File: src/rtl/digit_entry_ctrl.sv
// Keypad digit entry: builds a 3-digit BCD number and hands it to an accumulator after a range check.
// Latency: outputs 1 cycle after a key, cargar 2 cycles after ENTER; keys arriving while busy (CHECK/LOAD) are dropped.
module digit_entry_ctrl (
    input  logic       clk,
    input  logic       n_reset,
    input  logic       key_valid,
    input  logic [3:0] key_code,
    input  logic [9:0] acc_value,
    output logic [3:0] centenas,
    output logic [3:0] decenas,
    output logic [3:0] unidades,
    output logic       cargar,
    output logic [1:0] digit_count,
    output logic       ovf_err,
    output logic       busy
);

    typedef enum logic [1:0] {
        ST_IDLE  = 2'd0,
        ST_ENTRY = 2'd1,
        ST_CHECK = 2'd2,
        ST_LOAD  = 2'd3
    } state_t;

    localparam logic [3:0] KEY_ENTER = 4'hA;
    localparam logic [3:0] KEY_BACK  = 4'hB;
    localparam logic [3:0] KEY_CLEAR = 4'hC;
    localparam logic [10:0] SUM_MAX  = 11'd1023;

    state_t     state_q, state_d;
    logic [3:0] cen_q, cen_d;
    logic [3:0] dec_q, dec_d;
    logic [3:0] uni_q, uni_d;
    logic [1:0] count_q, count_d;
    logic       cargar_q, cargar_d;
    logic       ovf_q, ovf_d;
    logic       busy_q, busy_d;

    logic        is_digit;
    logic        is_enter;
    logic        is_back;
    logic        is_clear;
    logic [10:0] sum;

    // Codes 0xD-0xF match none of these and therefore fall through untouched.
    assign is_digit = key_valid && (key_code <= 4'd9);
    assign is_enter = key_valid && (key_code == KEY_ENTER);
    assign is_back  = key_valid && (key_code == KEY_BACK);
    assign is_clear = key_valid && (key_code == KEY_CLEAR);

    assign sum = {1'b0, acc_value}
               + (11'(cen_q) * 11'd100)
               + (11'(dec_q) * 11'd10)
               + 11'(uni_q);

    always_comb begin
        state_d  = state_q;
        cen_d    = cen_q;
        dec_d    = dec_q;
        uni_d    = uni_q;
        count_d  = count_q;
        cargar_d = 1'b0;
        ovf_d    = 1'b0;

        case (state_q)
            ST_IDLE, ST_ENTRY: begin
                if (is_digit) begin
                    if (count_q == 2'd3) begin
                        ovf_d = 1'b1;
                    end else begin
                        cen_d   = dec_q;
                        dec_d   = uni_q;
                        uni_d   = key_code;
                        count_d = count_q + 2'd1;
                        state_d = ST_ENTRY;
                    end
                end else if (is_back) begin
                    if (state_q == ST_ENTRY) begin
                        uni_d   = dec_q;
                        dec_d   = cen_q;
                        cen_d   = 4'd0;
                        count_d = count_q - 2'd1;
                        if (count_q == 2'd1) begin
                            state_d = ST_IDLE;
                        end
                    end
                end else if (is_clear) begin
                    cen_d   = 4'd0;
                    dec_d   = 4'd0;
                    uni_d   = 4'd0;
                    count_d = 2'd0;
                    state_d = ST_IDLE;
                end else if (is_enter) begin
                    if (state_q == ST_ENTRY) begin
                        state_d = ST_CHECK;
                    end
                end
            end

            ST_CHECK: begin
                if (sum <= SUM_MAX) begin
                    cargar_d = 1'b1;
                    state_d  = ST_LOAD;
                end else begin
                    ovf_d   = 1'b1;
                    cen_d   = 4'd0;
                    dec_d   = 4'd0;
                    uni_d   = 4'd0;
                    count_d = 2'd0;
                    state_d = ST_IDLE;
                end
            end

            ST_LOAD: begin
                // Digits stay put during the cargar cycle, cleared on the way out.
                cen_d   = 4'd0;
                dec_d   = 4'd0;
                uni_d   = 4'd0;
                count_d = 2'd0;
                state_d = ST_IDLE;
            end

            default: begin
                state_d = ST_IDLE;
            end
        endcase

        busy_d = (state_d == ST_CHECK) || (state_d == ST_LOAD);
    end

    always_ff @(posedge clk or negedge n_reset) begin
        if (!n_reset) begin
            state_q  <= ST_IDLE;
            cen_q    <= 4'd0;
            dec_q    <= 4'd0;
            uni_q    <= 4'd0;
            count_q  <= 2'd0;
            cargar_q <= 1'b0;
            ovf_q    <= 1'b0;
            busy_q   <= 1'b0;
        end else begin
            state_q  <= state_d;
            cen_q    <= cen_d;
            dec_q    <= dec_d;
            uni_q    <= uni_d;
            count_q  <= count_d;
            cargar_q <= cargar_d;
            ovf_q    <= ovf_d;
            busy_q   <= busy_d;
        end
    end

    assign centenas    = cen_q;
    assign decenas     = dec_q;
    assign unidades    = uni_q;
    assign cargar      = cargar_q;
    assign digit_count = count_q;
    assign ovf_err     = ovf_q;
    assign busy        = busy_q;

endmodule

File: config.mk
export PLATFORM = sky130hd
export DESIGN_NAME = digit_entry_ctrl
export DESIGN_NICKNAME = d
export VERILOG_FILES = /design/src/rtl/digit_entry_ctrl.sv
export SDC_FILE = /design/constraint.sdc
export NUM_CORES = 1
export LEC_CHECK = 0
export CAP_MARGIN = 5
export CORE_MARGIN = 10
export CORE_UTILIZATION = 57
export CTS_CLUSTER_DIAMETER = 40
export DETAILED_ROUTE_END_ITERATION = 8
export MAX_ROUTING_LAYER = met4
export PLACE_DENSITY = 0.86
export SLEW_MARGIN = 20
export SYNTH_ARGS = -nofsm -noshare
export SYNTH_HDL_FRONTEND = slang
export SYNTH_SLANG_ARGS = --single-unit
File: constraint.sdc
create_clock -name clk -period 11.21 [get_ports clk]
set_input_delay 2.242 -clock clk [delete_from_list [all_inputs] [get_ports clk]]
set_output_delay 2.242 -clock clk [all_outputs]
set_load 0.01 [all_outputs]
Word-level counts from Yosys, hierarchy flattened
Cells that the tools add are included.
{"block": "classes", "n_addsub": 5, "mul": 2, "div": 0, "n_lt_le_gt_ge": 2, "eq_ne": 14, "shifts": 0, "muxes": 40, "n_bitwise": 0, "reduce_logical": 8}
{"operator": "2-to-1 mux 4 bit", "n": 14}
{"operator": "one-hot mux 4 bit (3 select lines)", "n": 3}
{"operator": "2-to-1 mux 2 bit", "n": 15}
{"operator": "== test 4 bit, second input constant", "n": 3}
{"operator": "one-hot mux 2 bit (3 select lines)", "n": 2}
{"operator": "adder 10 x 11 -> 11 bit", "n": 1}
{"operator": "adder 11 x 4 -> 11 bit", "n": 1}
{"operator": "adder 11 x 8 -> 11 bit", "n": 1}
{"operator": "less-or-equal comparator 11 x 10 -> 1 bit, second input constant", "n": 1}
{"operator": "== test 2 bit, second input constant", "n": 5}
{"operator": "multiplier 4 x 5 -> 9 bit, second input constant", "n": 1}
{"operator": "!= test 4 bit, second input constant", "n": 2}
{"operator": "multiplier 4 x 3 -> 7 bit, second input constant", "n": 1}
{"operator": "2-to-1 mux 1 bit", "n": 5}
{"operator": "== test 2 x 1 -> 1 bit, second input constant", "n": 2}
{"operator": "less-or-equal comparator 4 bit, second input constant", "n": 1}
{"operator": "logical AND 1 bit", "n": 4}
{"operator": "AND reduction 4 bit", "n": 1}
{"operator": "!= test 3 bit, second input constant", "n": 1}
{"operator": "adder 2 x 1 -> 2 bit, second input constant", "n": 1}
{"operator": "logical NOT 2 bit", "n": 1}
{"operator": "!= test 2 bit, second input constant", "n": 1}
{"operator": "one-hot mux 1 bit (2 select lines)", "n": 1}
{"operator": "OR reduction 2 bit", "n": 1}
{"operator": "other kinds (2)", "n": 2}
{"block": "word_totals", "register_bits": 19, "latchBits": 0, "ram_bits": 0, "mem_bits_ro": 0, "inputBits": 17, "output_inout_bits": 17, "elab_cells": 79, "memories": 0}

Logic depth before layout (Yosys ltp)
Gate-level depths: netlist (run 1).
{"block": "logic_depth", "word_depth": 9, "depth_mapped": 15, "mapped_depth_nobuf": 14}

Worst setup path after synthesis (run 1)
No wires, ideal clock.
{"block": "synth_timing", "path_type": "input to register", "from": "input acc_value[2]", "to": "register uni_q[3] (netlist: unidades[3])", "setup_ns": 0.145, "arrival_ns": 4.764, "t_required_ns": 11.065, "slack_ns": 6.302, "stages": 12, "n_path_buf": 1, "cell_sequence": "inv_1 > fa_1 > fa_1 > inv_1 > ha_1 > fa_1 > nand3_1 > a21o_1 > a311oi_2 > a211oi_4 > buf_6 > o32ai_1"}
{"block": "synth_via", "elab_chain_len": 6}
{"item": "from (decl)", "line_no": "8", "text": "input logic [9:0] acc_value,"}
{"item": "adder 10 x 11 -> 11 bit", "line_no": "52", "text": "+ (11'(cen_q) * 11'd100)"}
{"item": "adder 11 x 8 -> 11 bit", "line_no": "53", "text": "+ (11'(dec_q) * 11'd10)"}
{"item": "adder 11 x 4 -> 11 bit", "line_no": "54", "text": "+ 11'(uni_q);"}
{"item": "less-or-equal comparator 11 x 10 -> 1 bit", "line_no": "101", "text": "if (sum <= SUM_MAX) begin"}
{"item": "!= test 2 bit (no line)"}
{"item": "AND reduction 4 bit (no line)"}
{"item": "to (signal assigned)", "line_no": "145", "text": "uni_q <= uni_d;"}
{"item": "to (decl)", "line_no": "33", "text": "logic [3:0] uni_q, uni_d;"}
No other way between the ends.
A chain may end at the register's enable or synchronous reset.

Worst setup path in the final report (run 1)
Same ends and word-level chain as after synthesis.

==> run_results.csv, run 1 <==
group,metric,value,unit
outcome,status,"completed",
die,die_w,77.0,um
sta,maxSlewViolCount,0,
global_route,antenna_found_initial,0,
critical_path,rr_startpoint,"centenas[0]",
layout,diodes,0,
yosys,synthTopCellsByCount,"34 x inv_1, 32 x ha_1, 19 x dfrtp_1",
critical_path,worstSetupPathType,"input port to flip-flop",
global_route,grt_max_degree,20,
power_and_ir_drop,clockPowerShare,0.124,
place,io_buffers,33,
place,place_inst,259,
clock_tree,numCtsBuffers,3,
die,rows,20,
critical_path,reg2reg_slack,6.97,ns
power_and_ir_drop,p_per_area,131,mW/mm2
detailed_routing,drt-total-wl,4.49,mm
detailed_routing,vias,1516,
clock_tree,cts.sinks,19,
die,design.core.area,0.00308,mm2
global_route,grt_overflow,0,
critical_path,ff2ff_path_depth,13,
yosys,async_flop_share,1.00,
run,drv_cap,0,
clock_tree,clk_pin_slew,0.11,ns
yosys,synthFlopType,"dfrtp_1",
hold_path,min_to,"digit_count[0]",
sta,skew,0.00276,ns
yosys,ys_ff_latch,19,
clock_tree,ctsResizeCount,0,
power_and_ir_drop,pwr-share-comb,0.536,
layout,fin_nets,281,
layout,drive_gt1_frac,0.0457,
layout,fin_cells,263,
layout,area_growth,20.9,%
yosys,syn_nets,247,
sta,fin_crit_sh,0.486,
place,postPlaceCellArea,0.00221,mm2
critical_path,max_stage_delay,0.65,ns
critical_path,crit_slowest_cell,"a211oi_4",
sta,rsz0062_at_grt,"no",
sta,worstMarginPinSlew,0.839,ns
global_route,grt_pass1_wl,7.71,mm
power_and_ir_drop,ir_worst_vdd,97.9,uV
power_and_ir_drop,p_int,0.170,mW
hold_path,min_path_type,"flip-flop to flip-flop",
detailed_routing,drc,0,
power_and_ir_drop,p_sw_frac,0.419,
sta,setup_tns,0,ns
critical_path,cpMostUsedCell,"fa_1",
yosys,syn_area_per_cell,9.96,um2
clock_tree,cts_tree,"done",
die,start_util,0.602,
clock_tree,clockBufferDepth,2,
detailed_routing,wl_per_cell,17.1,um
clock_tree,holdBufCountCts,0,
yosys,synth_top_area_frac,0.257,
sta,slew_headroom,0.439,
die,dieArea,0.00593,mm2
yosys,synth_most_common_cell,"inv_1",
critical_path,start_kind,"input port",
detailed_routing,firstDrtPassIters,4,
die,fp.dieH,77.0,um
clock_tree,htreeDepth,1,
critical_path,worstPathArrival,5.61,ns
critical_path,r2r-end,"unidades[3]",
yosys,synth_cell_types,39,
critical_path,critPathCaptureType,"flip-flop",
global_route,grt_pass1_vias,1657,
sta,setup_viol,0,
detailed_routing,routed_via_density,5.76,
power_and_ir_drop,leakage,1.13,nW
place,gpl.final_weighted_congestion,0.878,
power_and_ir_drop,seqPwrFrac,0.340,
place,hpwl,3.67,mm
layout,nFillCells,235,
yosys,seq_area_frac_synth,0.257,
clock_tree,cts_setup_buffers,0,
power_and_ir_drop,p_sw,0.123,mW
sta,hold_violations,0,
critical_path,cp_cell_sequence,"clkdlybuf4s50_1 > inv_1 > fa_1 > fa_1 > inv_1 > ha_1 > fa_1 > nand3_1 > a21o_1 > a311oi_2 > a211oi_4 > o32ai_1",
detailed_routing,drt_iter0_markers,107,
clock_tree,clock_latency,0.31,ns
yosys,synth_area_leaders,"dfrtp_1 26%, ha_1 22%, fa_1 13%",
sta,fin_hold_ws,0.586,ns
sta,timing.fmax,0.183,GHz
clock_tree,cts_root_buffer,"clkbuf_4",
yosys,syn-cell-area,0.00185,mm2
yosys,syn_inst,186,
sta,finalCriticalPeriod,5.45,ns
global_route,grt_usage,0.159,
critical_path,cp_max_fo,14,
die,ios,34,
yosys,yosys_warnings,0,
power_and_ir_drop,power.total,0.293,mW
hold_path,holdPathStages,1,
critical_path,cp.required,11.37,ns
yosys,yosysTopAreaCell,"dfrtp_1",
detailed_routing,ant_nets,0,
layout,finalInstanceArea,0.00224,mm2
layout,final_core_util,0.728,
hold_path,min_from,"digit_count[0]",
sta,setup_slack,5.76,ns
yosys,synth_edf_count,0,
place,dp_slack,5.43,ns
-- how the worst max path moves through the flow --
| stage | startpoint | to | cells past startpoint |
|---|---|---|---|
| after global placement | acc_value[2] | unidades[3] | 12 |
| after floorplan | acc_value[2] | unidades[3] | 12 |
| after CTS | acc_value[2] | unidades[3] | 12 |
| after global routing | acc_value[2] | unidades[3] | 12 |
| after detailed placement | acc_value[2] | unidades[3] | 12 |
| final | acc_value[2] | unidades[3] | 12 |
-- state kept, by name, indices dropped and copies added (netlist names) --
name         cells
cargar           1
centenas         4
decenas          4
busy             1
ovf_err          1
unidades         4
digit_count      2
state_q          2
-- worst max-delay path, delay by kind of cell --
family	cells	cell delay (ns)
AOI/OAI and AO/OA	4	1.14
buffers and inverters	3	0.54
adders and majority gates	4	1.58
and+or+nand+nor	1	0.09
-- power groups by stage --
stage	registers, mW	logic (mW)	clock network (mW)
6_report	0.0996	0.157	0.0365
3_5_place_dp	0.101	0.156	0
5_1_grt	0.102	0.179	0.0387
3_3_place_gp	0.0997	0.149	0
4_1_cts	0.0994	0.158	0.0369
2_1_floorplan	0.0997	0.0975	0
-- cell type report --
class                           instances  area, um2  share of cell area
Multi-Input combinational cell        129       1220               0.547
Sequential cell                        19        475               0.212
Clock buffer                            3       22.5              0.0101
Timing Repair Buffer                   33        330               0.147
Inverter                               34        128              0.0570
Clock inverter                          1       5.00             0.00223
Tap cell                               44       55.1              0.0246
-- logic make-up after synthesis --
family,share of synthesized area
buffers and inverters,0.0824
xor gates and xnor gates,0.0405
adders and majority gates,0.346
DFF,0.257
AOI/OAI and AO/OA,0.169
muxes,0.0108
and+or+nand+nor,0.0945
-- cell usage in the layout (no fill, tap or decap) --
cell type / count
a21o_1: 4
clkdlybuf4s50_1: 33
nor2_1: 4
inv_1: 34
a31o_2: 1
mux2i_1: 2
o2111ai_1: 1
a21oi_1: 4
nand4_1: 4
nand2_1: 8
a2bb2oi_2: 1
and2_1: 1
nor2b_1: 4
nand3_1: 8
xnor2_2: 1
a211oi_4: 1
nand4b_1: 1
a311oi_2: 1
a221oi_1: 3
a31oi_1: 4
a22oi_1: 2
a21boi_1: 1
fa_1: 12
a2bb2oi_1: 2
xnor3_2: 1
ha_1: 32
clkinv_2: 1
o2bb2ai_1: 1
xnor2_1: 3
o31ai_1: 2
nand2b_1: 3
o32ai_1: 1
o22ai_1: 2
and3_1: 1
xor2_1: 1
dfrtp_1: 19
o21ai_0: 4
o21ai_1: 8
clkbuf_4: 3
-- per-layer routing --
metal | up-vias | GRT usage | part of all wire
met4 | 0 | 0.0383 | 0.0096
li1 | 710 | - | -
met1 | 760 | 0.178 | 0.41
met3 | 6 | 0.0326 | 0.054
met5 | - | - | 0
met2 | 40 | 0.283 | 0.52
Note: power is estimated with default switching activity, not from simulation.
==> inputs of run 2 (changes only) <==
Settings changed: CORE_UTILIZATION 57 to 53, PLACE_DENSITY 0.86 to 0.81.
Clock period 11.21 ns to 5.5 ns, I/O delays scaled along.
==> run 2 against run 1 <==
  * Die area increased by 5.6%
  * Utilization decreased by 6.1 points
  * Cell count up 0.76%
  * Worst setup slack lost 4.6 ns
  * Clock power grew 94%
  * Count of clock-buffer cells in the layout did not move
  * Flip-flop and latch count did not move
  * Largest power group unchanged
==> run_results.csv, run 2 (synthesized netlist as in run 1, its figures left out) <==
group,metric,value,unit
critical_path,worstPathArrival,4.55,ns
global_route,grt_max_degree,20,
critical_path,r2r-end,"decenas[1]",
global_route,met2_usage,0.241,
critical_path,worst-path-buf-inv,3,
clock_tree,clockBufferDepth,2,
sta,rsz0062_at_grt,"no",
place,hpwl,3.51,mm
hold_path,min_to,"digit_count[1]",
global_route,grt_overflow,0,
sta,worstMarginPinSlew,0.819,ns
detailed_routing,drc,0,
layout,final_common_cell,"inv_1",
critical_path,cpMostUsedCell,"fa_1",
critical_path,cp_cell_sequence,"clkdlybuf4s50_1 > inv_1 > fa_1 > fa_1 > inv_1 > ha_1 > fa_1 > nand3_1 > a21o_1 > a311oi_2 > a211oi_4 > mux2i_1",
clock_tree,numCtsBuffers,3,
die,fp.dieH,79.1,um
clock_tree,ctsResizeCount,0,
layout,multi_input_area,0.00122,mm2
layout,fin_nets,281,
sta,fin_crit_sh,0.785,
layout,drive_gt1_frac,0.0457,
global_route,grt_pass1_vias,1491,
hold_path,min_path_type,"flip-flop to flip-flop",
die,design.core.area,0.00336,mm2
layout,layout_common_cells,"34 x inv_1, 33 x clkdlybuf4s50_1, 32 x ha_1",
detailed_routing,vias,1465,
sta,hold_violations,0,
layout,nFillCells,304,
layout,area_growth,21.1,%
clock_tree,clock_latency,0.30,ns
sta,setup_tns,0,ns
clock_tree,clk_pin_slew,0.10,ns
hold_path,holdPathStages,2,
detailed_routing,ant_nets,0,
critical_path,cp.required,5.73,ns
power_and_ir_drop,power.total,0.590,mW
detailed_routing,drt_iter0_markers,176,
clock_tree,holdBufCountCts,0,
critical_path,worstSetupPathType,"input port to flip-flop",
global_route,grt_pass1_wl,7.25,mm
die,start_util,0.551,
die,dieArea,0.00626,mm2
clock_tree,cts_setup_buffers,0,
clock_tree,cts_tree,"done",
critical_path,reg2reg_slack,1.28,ns
detailed_routing,firstDrtPassIters,4,
global_route,antenna_found_initial,0,
detailed_routing,wl_per_cell,15.9,um
place,gpl.final_weighted_congestion,0.918,
power_and_ir_drop,leakage,1.13,nW
place,io_buffers,33,
sta,slew_headroom,0.453,
die,die_w,79.1,um
clock_tree,cts.sinks,19,
clock_tree,htreeDepth,1,
critical_path,crit_slowest_cell,"a211oi_4",
sta,setup_viol,0,
critical_path,ff2ff_path_depth,13,
critical_path,rr_startpoint,"centenas[0]",
sta,timing.fmax,0.232,GHz
layout,diodes,0,
die,rows,21,
critical_path,max_stage_delay,0.65,ns
clock_tree,cts_root_buffer,"clkbuf_4",
layout,final_core_util,0.667,
sta,skew,0.000610,ns
critical_path,cp_max_fo,14,
detailed_routing,routed_via_density,5.53,
layout,seq_area,475,um2
sta,finalCriticalPeriod,4.32,ns
power_and_ir_drop,p_per_area,263,mW/mm2
outcome,status,"completed",
critical_path,start_kind,"input port",
detailed_routing,drt-total-wl,4.21,mm
critical_path,critPathCaptureType,"flip-flop",
global_route,gr-max-usage-layer,"met2",
run,drv_cap,0,
die,ios,34,
global_route,use_met1,0.178,
global_route,met3_usage,0.0304,
power_and_ir_drop,ir_worst_vdd,161,uV
sta,maxSlewViolCount,0,
critical_path,cp_top_family,"adder cells",
global_route,grt_usage,0.146,
hold_path,min_from,"digit_count[1]",
[run 2: layer usage]
metal  vias up  routed length [um]  share of wire
met2        50                2080           0.49
met4         0                  59          0.014
met3         6                 217          0.052
li1        710                   -              -
met5         -                   0              0
met1       699                1850           0.44
[run 2: cell type report]
cell class	instances	area share
Sequential cell	19	0.212
Inverter	34	0.0569
Multi-Input combinational cell	129	0.546
Timing Repair Buffer	33	0.147
Tap cell	46	0.0257
Clock buffer	3	0.0100
Clock inverter	1	0.00223
[run 2: power breakdown]
group	total [mW]	internal, mW	switching, mW
registers	0.203	0.164	0.0396
logic	0.316	0.156	0.160
clock network	0.0707	0.0272	0.0435
[run 2: worst min-delay path: stages, from the launching register on]
cell and delay, ns:
dfrtp_1 0.41, inv_1 0.08, o21ai_1 0.07
[run 2: stage by stage]
stage	cell area [um2]	std cells	hold slack, ns	setup WS [ns]
floorplan	1850	186	0.514	1.73
global route	2240	265	0.613	1.00
CTS	2240	265	0.591	1.16
finish	2240	265	0.592	1.18
detailed placement	2220	261	0.572	0.858
global placement	2220	261	0.569	0.976
[run 2: worst max path at each step]
stage                 start     endpoint  slack [ns]  depth (start not counted)
6_report       acc_value[2]   decenas[1]        1.18                         12
5_1_grt        acc_value[2]  unidades[3]         1.0                         12
4_1_cts        acc_value[2]   decenas[1]        1.16                         12
3_5_place_dp   acc_value[2]   decenas[1]        0.86                         12
3_3_place_gp   acc_value[2]  unidades[3]        0.98                         12
2_1_floorplan  acc_value[2]  unidades[3]        1.73                         12
